`src/rtl/vga_text_scan.sv`:
```
// Text-mode VGA scan-out: 8x16 character cells, two cells per 32-bit VRAM word, 3-tick pixel pipeline.
// Define CURSOR_EN to add a blinking underline cursor (cursor_x/cursor_y inputs).
module vga_text_scan #(
  parameter int CLK_DIV = 2,
  parameter int H_VIS   = 640,
  parameter int V_VIS   = 480
) (
  input  logic        clk,
  input  logic        rst_n,
`ifdef CURSOR_EN
  input  logic [6:0]  cursor_x,
  input  logic [4:0]  cursor_y,
`endif
  output logic [10:0] vga_addr,
  input  logic [31:0] vga_dout,
  output logic [11:0] font_addr,
  input  logic [7:0]  font_data,
  output logic        hsync,
  output logic        vsync,
  output logic        de,
  output logic [11:0] rgb,
  output logic        frame_start
);
  // Blanking follows the 640x480@60 proportions: 16/96/48 horizontally, 10/2/33 vertically.
  localparam int H_TOT  = H_VIS + 160;
  localparam int V_TOT  = V_VIS + 45;
  localparam int HS_BEG = H_VIS + 16;
  localparam int HS_END = H_VIS + 111;
  localparam int VS_BEG = V_VIS + 10;
  localparam int VS_END = V_VIS + 11;
  localparam int DW     = (CLK_DIV > 1) ? $clog2(CLK_DIV) : 1;

  logic [DW-1:0] div;
  logic          tick;
  logic [9:0]    h, v;
  logic          raw_hs, raw_vs, raw_de;
  logic [6:0]    col;
  logic [4:0]    row;
  logic [10:0]   word_addr;
  logic          cur_hit, blink;

  logic          s0_col0, s0_hs, s0_vs, s0_de, s0_cur;
  logic [3:0]    s0_line;
  logic [2:0]    s0_px;
  logic [15:0]   half;
  logic [3:0]    s1_fg, s1_bg;
  logic [2:0]    s1_px;
  logic          s1_hs, s1_vs, s1_de, s1_cur;
  logic          pix_bit;

  function automatic logic [11:0] pal(input logic [3:0] irgb);
    logic [3:0] on_lvl, off_lvl;
    on_lvl  = irgb[3] ? 4'hF : 4'hA;
    off_lvl = irgb[3] ? 4'h5 : 4'h0;
    return {irgb[2] ? on_lvl : off_lvl,
            irgb[1] ? on_lvl : off_lvl,
            irgb[0] ? on_lvl : off_lvl};
  endfunction

  assign tick = (div == DW'(CLK_DIV - 1));

  always_ff @(posedge clk or negedge rst_n) begin
    if (!rst_n) begin
      div <= '0;
      h   <= '0;
      v   <= '0;
    end else begin
      div <= tick ? '0 : div + DW'(1);
      if (tick) begin
        if (h == 10'(H_TOT - 1)) begin
          h <= '0;
          v <= (v == 10'(V_TOT - 1)) ? '0 : v + 10'd1;
        end else begin
          h <= h + 10'd1;
        end
      end
    end
  end

  assign raw_hs = !((h >= 10'(HS_BEG)) && (h <= 10'(HS_END)));
  assign raw_vs = !((v >= 10'(VS_BEG)) && (v <= 10'(VS_END)));
  assign raw_de = (h < 10'(H_VIS)) && (v < 10'(V_VIS));

  assign col = h[9:3];
  assign row = v[8:4];
  // row*40 as row*32 + row*8
  assign word_addr = {1'b0, row, 5'b0} + {3'b0, row, 3'b0} + {5'b0, col[6:1]};

`ifdef CURSOR_EN
  logic [4:0] frame_cnt;

  always_ff @(posedge clk or negedge rst_n) begin
    if (!rst_n)           frame_cnt <= '0;
    else if (frame_start) frame_cnt <= frame_cnt + 5'd1;
  end

  assign blink   = frame_cnt[4];
  assign cur_hit = (col == cursor_x) && (row == cursor_y) && (v[3:1] == 3'b111);
`else
  assign blink   = 1'b0;
  assign cur_hit = 1'b0;
`endif

  assign half    = s0_col0 ? vga_dout[31:16] : vga_dout[15:0];
  assign pix_bit = font_data[3'd7 - s1_px] | (s1_cur & blink);

  always_ff @(posedge clk or negedge rst_n) begin
    if (!rst_n) begin
      frame_start <= 1'b0;
      vga_addr    <= '0;
      s0_col0     <= 1'b0;
      s0_line     <= '0;
      s0_px       <= '0;
      s0_hs       <= 1'b1;
      s0_vs       <= 1'b1;
      s0_de       <= 1'b0;
      s0_cur      <= 1'b0;
      font_addr   <= '0;
      s1_fg       <= '0;
      s1_bg       <= '0;
      s1_px       <= '0;
      s1_hs       <= 1'b1;
      s1_vs       <= 1'b1;
      s1_de       <= 1'b0;
      s1_cur      <= 1'b0;
      hsync       <= 1'b1;
      vsync       <= 1'b1;
      de          <= 1'b0;
      rgb         <= '0;
    end else begin
      frame_start <= tick && (h == 10'd0) && (v == 10'd0);
      if (tick) begin
        if (raw_de) vga_addr <= word_addr;
        s0_col0   <= col[0];
        s0_line   <= v[3:0];
        s0_px     <= h[2:0];
        s0_hs     <= raw_hs;
        s0_vs     <= raw_vs;
        s0_de     <= raw_de;
        s0_cur    <= cur_hit;

        font_addr <= {half[7:0], s0_line};
        s1_fg     <= half[11:8];
        s1_bg     <= half[15:12];
        s1_px     <= s0_px;
        s1_hs     <= s0_hs;
        s1_vs     <= s0_vs;
        s1_de     <= s0_de;
        s1_cur    <= s0_cur;

        hsync     <= s1_hs;
        vsync     <= s1_vs;
        de        <= s1_de;
        rgb       <= s1_de ? pal(pix_bit ? s1_fg : s1_bg) : 12'h000;
      end
    end
  end
endmodule

```
`config.mk`:
```
export PLATFORM = sky130hd
export DESIGN_NAME = vga_text_scan
export DESIGN_NICKNAME = d
export VERILOG_FILES = /design/src/rtl/vga_text_scan.sv
export SDC_FILE = /design/constraint.sdc
export NUM_CORES = 1
export LEC_CHECK = 0
export CAP_MARGIN = 0
export CORE_MARGIN = 3
export CORE_UTILIZATION = 50
export DETAILED_ROUTE_END_ITERATION = 6
export PLACE_DENSITY = 0.88
export RECOVER_POWER = 50
export SLEW_MARGIN = 20
export SYNTH_ARGS = -nofsm -noshare
export SYNTH_HDL_FRONTEND = slang
export SYNTH_SLANG_ARGS = --single-unit
```
`constraint.sdc`:
```
create_clock -name clk -period 2.7 [get_ports clk]
set_clock_uncertainty 0.05 [all_clocks]
set_input_delay 0.54 -clock clk [delete_from_list [all_inputs] [get_ports clk]]
set_output_delay 0.54 -clock clk [all_outputs]
set_load 0.03 [all_outputs]
```
==> results.md, run 1 <==
* Hold buffers post-CTS at 0
* Post-Syn Area per Cell at 11.6 um2
* Final hold violations at 0
* Global-route wire length before repair at around 13000 um
* Final Critical Period at approximately 2.6 ns
* Fin cells at approximately 510
* Hold Crit Class: in2async
* CTS buffer count at 9
* RePlAce Congestion at about 0.86
* Via count at around 2800
* Clk slew on worst S/H paths at roughly 0.08 ns
* Async S/R FF share, synth at 100%
* CTS tree: done
* Post-Syn Area at around 0.0038 mm2
* Max frequency at 387 MHz
* Die width at 93.2 um
* Post-synthesis compound-gate area fraction at 8.62%
* Simple-gate share of the synthesized area at approximately an eighth
* Grt ovf at 0
* Worst ir drop on vdd at 0.000236 V
* Pre-CTS setup slack at 0.0615 ns
* Post-synth EDFFs at 0
* Nets@finish at about 460
* PwrDens at 462 mW/mm2
* Final Setup Violations at 0
* Syn_nets at 386
* Mux cell area share after synthesis at roughly 15%
* Clock sinks at 77
* Die Y at 93.2 um
* Clock Path Buffers at 2
* Area growth syn-to-layout at 26.6%
* Initial Util at roughly half
* Status: completed
* Top_reg_cell synth: dfrtp_1
* Register area share after synthesis at roughly half
* Crit start category: flip-flop
* Relative max-transition margin at between 20% and 30%
* Drt first pass iters at 4
* Post-Synth XOR/XNOR Area at between 3 and 4%
* Most common cell after layout, fill and taps aside: clkdlybuf4s50_1
* Vias in the first global route at 2794
* Drt first-iter violations at 138
* Critical path peak fanout at 9
* Arr. time, crit path at between 2 and 3 ns
* Yosys reg bits at 77
* Initial antenna violation count at 0
* H-tree depth at 3
* RSZ-0062 raised after global routing: false
* Setup TNS at 0 ns
* Synth warnings at 0
* Most frequent cells in the layout: clkdlybuf4s50_1 (79), dfrtp_1 (71), nor2_1 (29)
* Cells after synthesis at 328
* GR Util All Layers at a little under 20%
* Max Cap Violations at 0
* Synthesized-area fraction occupied by adder cells at between 5 and 6%
* Leak pwr at around 2.1 nW
* Dpl cells at roughly 500
* Endpoint class of the critical path: flip-flop
* Critical path class: reg2reg
* Root buffer cell: clkbuf_8
* Pin count of the biggest net entering global routing at 45
* Via density at 5.42
* Pwr Total at between 2 and 2.5 mW
* # rows at 31
* Drc violations at 0
* Core area at 0.00733 mm2
* Largest family of logic cells by synthesized area: multiplexers
* Routed WL per cell at between 15 and 20 um
* ANT cells at 0
* Post-DRT Antenna Nets at 0
* # IOs at 81
* Fill cells at 522
* Synth cell types at between 40 and 50
* Hpwl dp at ~6000 um
* CP Data Required Time at about 2.9 ns
* Hold_ws at 0.340 ns
* Final WL at approximately 8000 um
* Clk_lat worst skew at approximately 0.34 ns
* # port buffers at 80
* Slew Limit Fails at 0
* Crit share post-route at between 90% and 100%
* Share of cells above drive strength 1 at about a tenth
* Worst-margin pin slew at roughly 1.1 ns
* Die area at approximately 0.0087 mm2
* Slack of the critical path at 0.116 ns
==> routing by layer <==
layer | GRT usage (%) | share of wire [%] | wire length (um)
met1 | 25.8 | 43 | 3470
met2 | 31.9 | 51 | 4090
met3 | 2.98 | 3.4 | 271
met4 | 8.55 | 1.9 | 155
met5 | 0 | 0 | 0
==> final timing paths <==
kind / from / cells past startpoint / slack (ns) / endpoint
min: rst_n / 1 / 0.34 / s1_fg[0]
max reg2reg: v[4] / 8 / 0.12 / vga_addr[9]
max in group asynchronous: rst_n / 2 / 0.83 / v[3]
max: v[4] / 8 / 0.12 / vga_addr[9]
min in group clk: s0_px[0] / 1 / 0.44 / s0_px[0]
min reg2reg: s0_px[0] / 1 / 0.44 / s0_px[0]
==> flip-flops by register name, summed over array words and instances, names as in the netlist, 3 cells and up <==
signal	flops
font_addr	12
h	10
rgb	4
s0_line	4
s0_px	3
s1_bg	4
s1_fg	4
s1_px	3
v	10
vga_addr	11
==> worst max-delay path, cell delays in order (launching register included) <==
cell and delay, ns:
dfrtp_1 0.49, inv_1 0.11, fa_1 0.51, inv_1 0.07, ha_1 0.31, a211oi_1 0.24
o21bai_1 0.15, a2111oi_2 0.44, a221o_1 0.17
==> cell type report <==
cell class              count  area (um2)  area share [%]
well taps                  99         124            2.57
clock inverters             4        47.5           0.988
multi-input cells         216        1690            35.1
clock buffers              12         145            3.02
repair buffers             85         820            17.0
flip-flops and latches     77        1930            40.2
inverters                  14        52.6            1.09
==> kinds of logic (layout without fill, tap and decap cells) <==
group / after synthesis / count (layout)
AND/OR/NAND/NOR: 81 / 81
flip-flops: 77 / 77
AO/OA/AOI/OAI: 55 / 55
multiplexers: 50 / 50
buffers and inverters: 35 / 115
adder cells (fa/ha/maj): 16 / 16
XOR/XNOR: 14 / 14
==> repair_timing <==
action / in CTS / in global routing
setup buffers: 0 / 0
gates resized for setup: 0 / 2
endpoints found under the setup margin: 0 / 1
hold endpoints to repair: 0 / 0
==> Yosys cell counts, types with 2 or more instances <==
| library cell | number | area, um2 |
|---|---|---|
| o21ai_0 | 3 | 15.0 |
| and4_1 | 3 | 26.3 |
| mux2_2 | 10 | 113 |
| a21oi_1 | 20 | 100 |
| dfstp_2 | 6 | 158 |
| mux4_2 | 2 | 45.0 |
| mux2i_1 | 21 | 210 |
| a21o_1 | 4 | 30.0 |
| clkbuf_1 | 7 | 26.3 |
| buf_4 | 8 | 60.1 |
| inv_1 | 13 | 48.8 |
| o21ai_1 | 15 | 75.1 |
| nand2_1 | 13 | 48.8 |
| nor2_1 | 29 | 109 |
| nand4_1 | 6 | 37.5 |
| ha_1 | 14 | 175 |
| buf_2 | 6 | 30.0 |
| nor4_1 | 2 | 12.5 |
| o2bb2ai_1 | 4 | 35.0 |
| and3_1 | 4 | 25.0 |
| mux2_1 | 16 | 180 |
| xnor2_1 | 10 | 87.6 |
| nor3_1 | 2 | 10.0 |
| or3_1 | 2 | 12.5 |
| dfrtp_1 | 71 | 1780 |
| fa_1 | 2 | 40.0 |
| xor2_1 | 4 | 35.0 |
| a31oi_1 | 2 | 12.5 |
| nand3_1 | 10 | 50.1 |
==> stage by stage <==
stage	cell area [um2]	util [%]
CTS	4840	66.0
finish	4810	65.6
global placement	4650	63.4
global route	4810	65.6
floorplan	3800	-
detailed placement	4650	63.4
==> power by group <==
group	switching (mW)	internal (mW)	total [mW]
Sequential	0.0115	1.17	1.18
Combinational	0.0916	0.0996	0.191
Clock	0.403	0.450	0.853
(Power assumes the default switching activity.)
==> inputs of run 2 (changes only) <==
--- a/config.mk
+++ b/config.mk
@@ -6,6 +6,7 @@
 export NUM_CORES = 1
 export LEC_CHECK = 0
 export CAP_MARGIN = 0
+export CORE_ASPECT_RATIO = 1.25
 export CORE_MARGIN = 3
 export CORE_UTILIZATION = 50
 export DETAILED_ROUTE_END_ITERATION = 6
==> results.md, run 2 (same netlist as run 1, synthesis figures left out) <==
* Pre-CTS setup slack at 0.178 ns (+0.117 ns)
* Share of cells above drive strength 1 at 10.8% (+0.27 points)
* # IOs at 81 (unchanged)
* Final Critical Period at 2.50 ns (-0.0862 ns)
* Clk slew on worst S/H paths at 0.07 ns (about the same)
* Fill cells at 524 (+0.38%)
* Most used cell, CP: inv_1
* Worst-margin pin slew at 1.10 ns (+0.00195 ns)
* Final Setup Violations at 0 (unchanged)
* Die Y at 103 um (+11%)
* Fin cells at 497 (-2.0%)
* RSZ-0062 raised after global routing: false
* Clk_lat worst skew at 0.34 ns (about the same)
* GR Util All Layers at 18.7% (-0.75 points)
* Die width at 84.0 um (-9.9%)
* H-tree depth at 3 (unchanged)
* Worst ir drop on vdd at 0.000248 V (+4.9%)
* ANT cells at 0 (unchanged)
* Endpoint class of the critical path: flip-flop
* Max reg flops at 12 (unchanged)
* Grt ovf at 0 (unchanged)
* Number of cells on the critical path at 8 (unchanged)
* R2R Path End: vga_addr[9]
* Clock sinks at 77 (unchanged)
* Crit share post-route at 92.5% (-3.2 points)
* Core area at 0.00719 mm2 (-1.9%)
* Routed WL per cell at 15.3 um (-3.1%)
* # rows at 34 (+9.7%)
* Initial Util at 52.9% (+1.0 points)
* Pin count of the biggest net entering global routing at 48 (+6.7%)
* Max frequency at 400 MHz (+3.5%)
* Dpl cells at 481 (-2.0%)
* Clock Path Buffers at 2 (unchanged)
* Nets@finish at 460 (-0.22%)
* Slowest-stage cell, CP: fa_1
* CP Data Required Time at 2.93 ns (about the same)
* Die area at 0.00869 mm2 (about the same)
* Crit path from: h[9]
* Pwr Total at 2.17 mW (-2.6%)
* RePlAce Congestion at 0.842 (-2.1%)
* Hpwl dp at 5580 um (-4.5%)
* Critical path peak fanout at 5 (-4)
* Status: completed
* Via density at 5.46 (+0.60%)
* Drt first pass iters at 4 (unchanged)
* Biggest regs: font_addr: 12 flops, vga_addr: 11 flops
* Crit start category: flip-flop
* Hold Crit Class: in2async
* Global-route wire length before repair at 13000 um (-2.1%)
* Worst R2R Start: h[9]
* PwrDens at 453 mW/mm2 (-2.0%)
* DP Area at 0.00463 mm2 (-0.40%)
* Most flop-heavy register: font_addr
* Critical path class: reg2reg
* CTS tree: done
* Root buffer cell: clkbuf_8
* Initial antenna violation count at 0 (unchanged)
* Slew Limit Fails at 0 (unchanged)
* Area growth syn-to-layout at 25.8%
* Leak pwr at 2.09 nW (-0.29%)
* Most frequent cells in the layout: clkdlybuf4s50_1 (79), dfrtp_1 (70), nor2_1 (29)
* Final WL at 7590 um (-5.0%)
* Slack of the critical path at 0.202 ns (+0.0862 ns)
* Cell area after layout at 0.00478 mm2 (-0.60%)
* Vias in the first global route at 2829 (+1.3%)
* R2R Setup Slk at 0.20 ns (+0.09 ns)
* Setup TNS at 0 ns (unchanged)
* Post-DRT Antenna Nets at 0 (unchanged)
* Most common cell after layout, fill and taps aside: clkdlybuf4s50_1
* End of the critical path: vga_addr[9]
* Arr. time, crit path at 2.73 ns (-0.09 ns)
* Via count at 2712 (-1.4%)
* Final hold violations at 0 (unchanged)
* CP bufs+invs at 2 (unchanged)
* CTS buffer count at 9 (unchanged)
* R2r worst-path depth at 8 (unchanged)
* # port buffers at 80 (unchanged)
* Drc violations at 0 (unchanged)
* Max Cap Violations at 0 (unchanged)
* Critical path's largest stage delay at 0.55 ns (+0.04 ns)
* Drt first-iter violations at 118 (-14%)
* Hold_ws at 0.340 ns (-0.000183 ns)
* Relative max-transition margin at 26.5% (-0.13 points)
* Setup Buffers After CTS at 0 (unchanged)
* Largest delay share family, worst path: compound AO/OA/AOI/OAI gates
* Crit-path cells: inv_1 -> fa_1 -> inv_1 -> ha_1 -> a211oi_1 -> o21bai_1 -> a2111oi_1 -> a221o_1
* Final core occ at 66.5% (+0.89 points)
-- run 2: worst min-delay path by stage --
stage,startpoint,end,slack (ns),depth (start not counted)
after global placement,s0_px[0],s0_px[0],0.42,1
final,rst_n,font_addr[4],0.34,1
after floorplan,rst_n,de,0.19,0
after CTS,rst_n,font_addr[4],0.14,1
after detailed placement,font_addr[0],font_addr[0],0.42,1
after global routing,rst_n,font_addr[4],0.42,1
-- run 2: layout make-up --
cell class	instances	area, um2	area share, %
repair buffers	84	818	17.1
multi-input cells	216	1680	35.1
flip-flops and latches	77	1940	40.5
clock buffers	11	151	3.17
inverters	14	52.6	1.10
clock inverters	5	35.0	0.732
well taps	90	113	2.35
-- run 2: timing repair --
action                     CTS  global route
hold buffers                 0             0
setup endpoints to repair    0             1
resized for setup            0             2
-- run 2: power breakdown --
part | total (mW) | switching [mW] | leakage [nW] | internal [mW]
Sequential | 1.18 | 0.0114 | 0.949 | 1.17
Clock | 0.797 | 0.414 | 0.0953 | 0.383
Combinational | 0.190 | 0.0906 | 1.05 | 0.0996
Total | 2.17 | 0.516 | 2.09 | 1.65
-- run 2: routing by layer --
| layer | track usage, % | vias to the layer above | part of all wire (%) |
|---|---|---|---|
| met3 | 5.86 | 14 | 6.5 |
| li1 | - | 1309 | - |
| met1 | 21.7 | 1295 | 41 |
| met2 | 32.6 | 94 | 51 |
| met5 | 0 | - | 0 |
| met4 | 7.55 | 0 | 1.5 |
==> inputs of run 3 (changes only) <==
--- a/config.mk
+++ b/config.mk
@@ -5,13 +5,15 @@
 export SDC_FILE = /design/constraint.sdc
 export NUM_CORES = 1
 export LEC_CHECK = 0
+export ABC_AREA = 1
 export CAP_MARGIN = 0
 export CORE_ASPECT_RATIO = 1.25
 export CORE_MARGIN = 3
 export CORE_UTILIZATION = 50
 export DETAILED_ROUTE_END_ITERATION = 6
-export PLACE_DENSITY = 0.88
+export PLACE_DENSITY = 0.87
 export RECOVER_POWER = 50
+export SETUP_SLACK_MARGIN = 0.5
 export SLEW_MARGIN = 20
 export SYNTH_ARGS = -nofsm -noshare
 export SYNTH_HDL_FRONTEND = slang
==> results.md, run 3 <==
* Post-synth EDFFs at 0 (unchanged)
* Die area at 0.00902 mm2 (+3.7%)
* Routed WL per cell at 14.3 um (-6.0%)
* Post-DRT Antenna Nets at 0 (unchanged)
* Status: complete, but fails checks
* Final Critical Period at 2.15 ns (-0.346 ns)
* PwrDens at 470 mW/mm2 (+3.8%)
* Core area at 0.00753 mm2 (+4.8%)
* Top_reg_cell synth: dfrtp_1
* Cells after synthesis at 483 (+47%)
* Hold Crit Class: reg2reg
* Via density at 5.45 (-0.21%)
* Count leader, synth: nand2_1
* Setup TNS at 0 ns (unchanged)
* Crit start category: flip-flop
* Slew Limit Fails at 78 (+78)
* Critical path peak fanout at 2 (-3)
* Most common cell after layout, fill and taps aside: nand2_1
* Post-Syn Area per Cell at 8.19 um2 (-29%)
* # IOs at 81 (unchanged)
* Vias in the first global route at 3566 (+26%)
* Pin count of the biggest net entering global routing at 78 (+63%)
* Initial antenna violation count at 0 (unchanged)
* RSZ-0062 raised after global routing: false
* Die width at 85.5 um (+1.8%)
* Hold wc startpoint: s0_line[2]
* CTS tree: done
* Most flop-heavy register: font_addr
* Crit share post-route at 79.7% (-13 points)
* Initial Util at 52.5% (-0.38 points)
* Drt first-iter violations at 221 (+87%)
* Largest delay share family, worst path: buffers and inverters
* CTS buffer count at 9 (unchanged)
* Arr. time, crit path at 1.56 ns (-1.17 ns)
* Critical path class: reg2out
* Die Y at 105 um (+1.9%)
* ANT cells at 0 (unchanged)
* Area growth syn-to-layout at 25.9% (about the same)
* GR Util All Layers at 21.6% (+2.9 points)
* Final hold violations at 0 (unchanged)
* Most frequent cells in the layout: nand2_1 (132), clkdlybuf4s50_1 (79), dfrtp_1 (70)
* # port buffers at 80 (unchanged)
* Register area share after synthesis at 48.9% (-2.0 points)
* Biggest regs: font_addr: 12 flops, vga_addr: 11 flops
* Leak pwr at 2.44 nW (+17%)
* Root buffer cell: clkbuf_8
* RePlAce Congestion at 0.906 (+7.5%)
* Cell taking the most area after synthesis: dfrtp_1
* Relative max-transition margin at -26.3% (-53 points)
* Hold buffers post-CTS at 0 (unchanged)
* Synth warnings at 0 (unchanged)
* Critical path's largest stage delay at 0.66 ns (+0.11 ns)
* Syn_nets at 541 (+40%)
* Async S/R FF share, synth at 100% (unchanged)
* Clock sinks at 77 (unchanged)
* Clk_lat worst skew at 0.35 ns (about the same)
* Clock share of power at 41.5% (+4.7 points)
* Final Setup Violations at 0 (unchanged)
* Grt ovf at 0 (unchanged)
* Int Pwr at 1.79 mW (+8.3%)
* Pwr Total at 2.34 mW (+8.0%)
* Max reg flops at 12 (unchanged)
* Largest cells by area after synthesis: dfrtp_1 (45%), nand2_1 (12%), o21ai_0 (6.6%)
* Register share of total power at 50.3% (-4.2 points)
* Yosys reg bits at 77 (unchanged)
* Worst R2R Start: v[6]
* Final core occ at 66.1% (-0.42 points)
* Switching portion of total power at 23.6% (-0.17 points)
* CP bufs+invs at 1 (-1)
* Global-route wire length before repair at 15900 um (+22%)
* Slack of the critical path at 0.548 ns (+0.346 ns)
* Via count at 3572 (+32%)
* H-tree depth at 3 (unchanged)
* Slowest-stage cell, CP: clkdlybuf4s50_1
* Worst-margin pin slew at 1.89 ns (+0.791 ns)
* Pre-CTS setup slack at 0.466 ns (+0.288 ns)
* Drc violations at 0 (unchanged)
* Clk slew on worst S/H paths at 0.08 ns (about the same)
* Area fraction of the dominant cell type after synthesis at 44.9% (-1.8 points)
* Max frequency at 465 MHz (+16%)
* Clock Path Buffers at 2 (unchanged)
* CP Data Required Time at 2.11 ns (-0.82 ns)
* Failing checks: max-capacitance violations, max-slew violations
* Crit path from: hsync
* Post-synth top cells: nand2_1 (131), dfrtp_1 (71), o21ai_0 (52)
* Endpoint class of the critical path: output pin
* Crit-path cells: clkdlybuf4s50_1
* Sw Pwr at 553 uW (+7.3%)
* Worst ir drop on vdd at 0.000375 V (+51%)
* # rows at 35 (+2.9%)
* Final WL at 9410 um (+24%)
* Nets@finish at 617 (+34%)
* Max Cap Violations at 1 (+1)
* Drt first pass iters at 5 (+1)
* Synth cell types at 33 (-31%)
* Post-Syn Area at 0.00395 mm2 (+4.0%)
* Hpwl dp at 6650 um (+19%)
* Gate power share at 8.2% (-0.6 points)
* Share of cells above drive strength 1 at 6.91% (-3.9 points)
==> run 3: cells by family (layout without fill, tap and decap cells) <==
kind of cell	after synthesis	count (layout)	share of synthesized area, %
buffers and inverters	76	157	8.45
flip-flops	77	77	48.9
AND/OR/NAND/NOR	235	235	25.9
adder cells (fa/ha/maj)	16	16	5.44
AO/OA/AOI/OAI	71	71	9.53
XOR/XNOR	8	8	1.77
==> run 3: path summary, 6_finish.rpt <==
kind	end	slack (ns)	depth (start not counted)
worst max-delay path	hsync	0.55	1
worst min-delay path	font_addr[2]	0.43	2
worst max register to register	vga_addr[10]	0.64	10
worst min register to register	font_addr[2]	0.43	2
max in group asynchronous	v[6]	0.70	1
min in group asynchronous	font_addr[9]	0.66	1
==> run 3: power by group through the flow <==
stage | Sequential [mW] | Clock (mW) | Combinational (mW)
6_report | 1.18 | 0.971 | 0.192
5_1_grt | 1.18 | 1.04 | 0.208
4_1_cts | 1.18 | 0.990 | 0.195
3_5_place_dp | 1.20 | 0 | 0.194
3_3_place_gp | 1.20 | 0 | 0.191
2_1_floorplan | 1.22 | 0 | 0.0572
==> run 3: routing by layer <==
metal | global-route usage (%) | routed length [um] | vias to the layer above
met1 | 26.0 | 3820 | 1706
met2 | 37.8 | 4870 | 149
li1 | - | - | 1697
met4 | 7.69 | 138 | 0
met5 | 0 | 0 | -
met3 | 4.69 | 587 | 20
==> run 3: metrics by stage <==
step	cells	hold slack (ns)	area [um2]
after global routing	656	0.458	4980
final	656	0.430	4980
after global placement	635	0.404	4750
after CTS	653	0.312	4990
after floorplan	483	0.194	3950
after detailed placement	635	0.409	4750
==> run 3: what timing repair did <==
item / 4_1_cts / 5_1_grt
endpoints found under the setup margin: 2 / 3
buffers inserted: 2 / 3
gates resized for setup: 1 / 2
==> run 3: area by class of cell <==
class	count	area [um2]
Fill cell	585	2550
Sequential cell	77	1940
Multi-Input combinational cell	330	1660
Inverter	54	203
Clock inverter	7	97.6
Tap cell	92	115
Timing Repair Buffer	87	842
Clock buffer	9	124
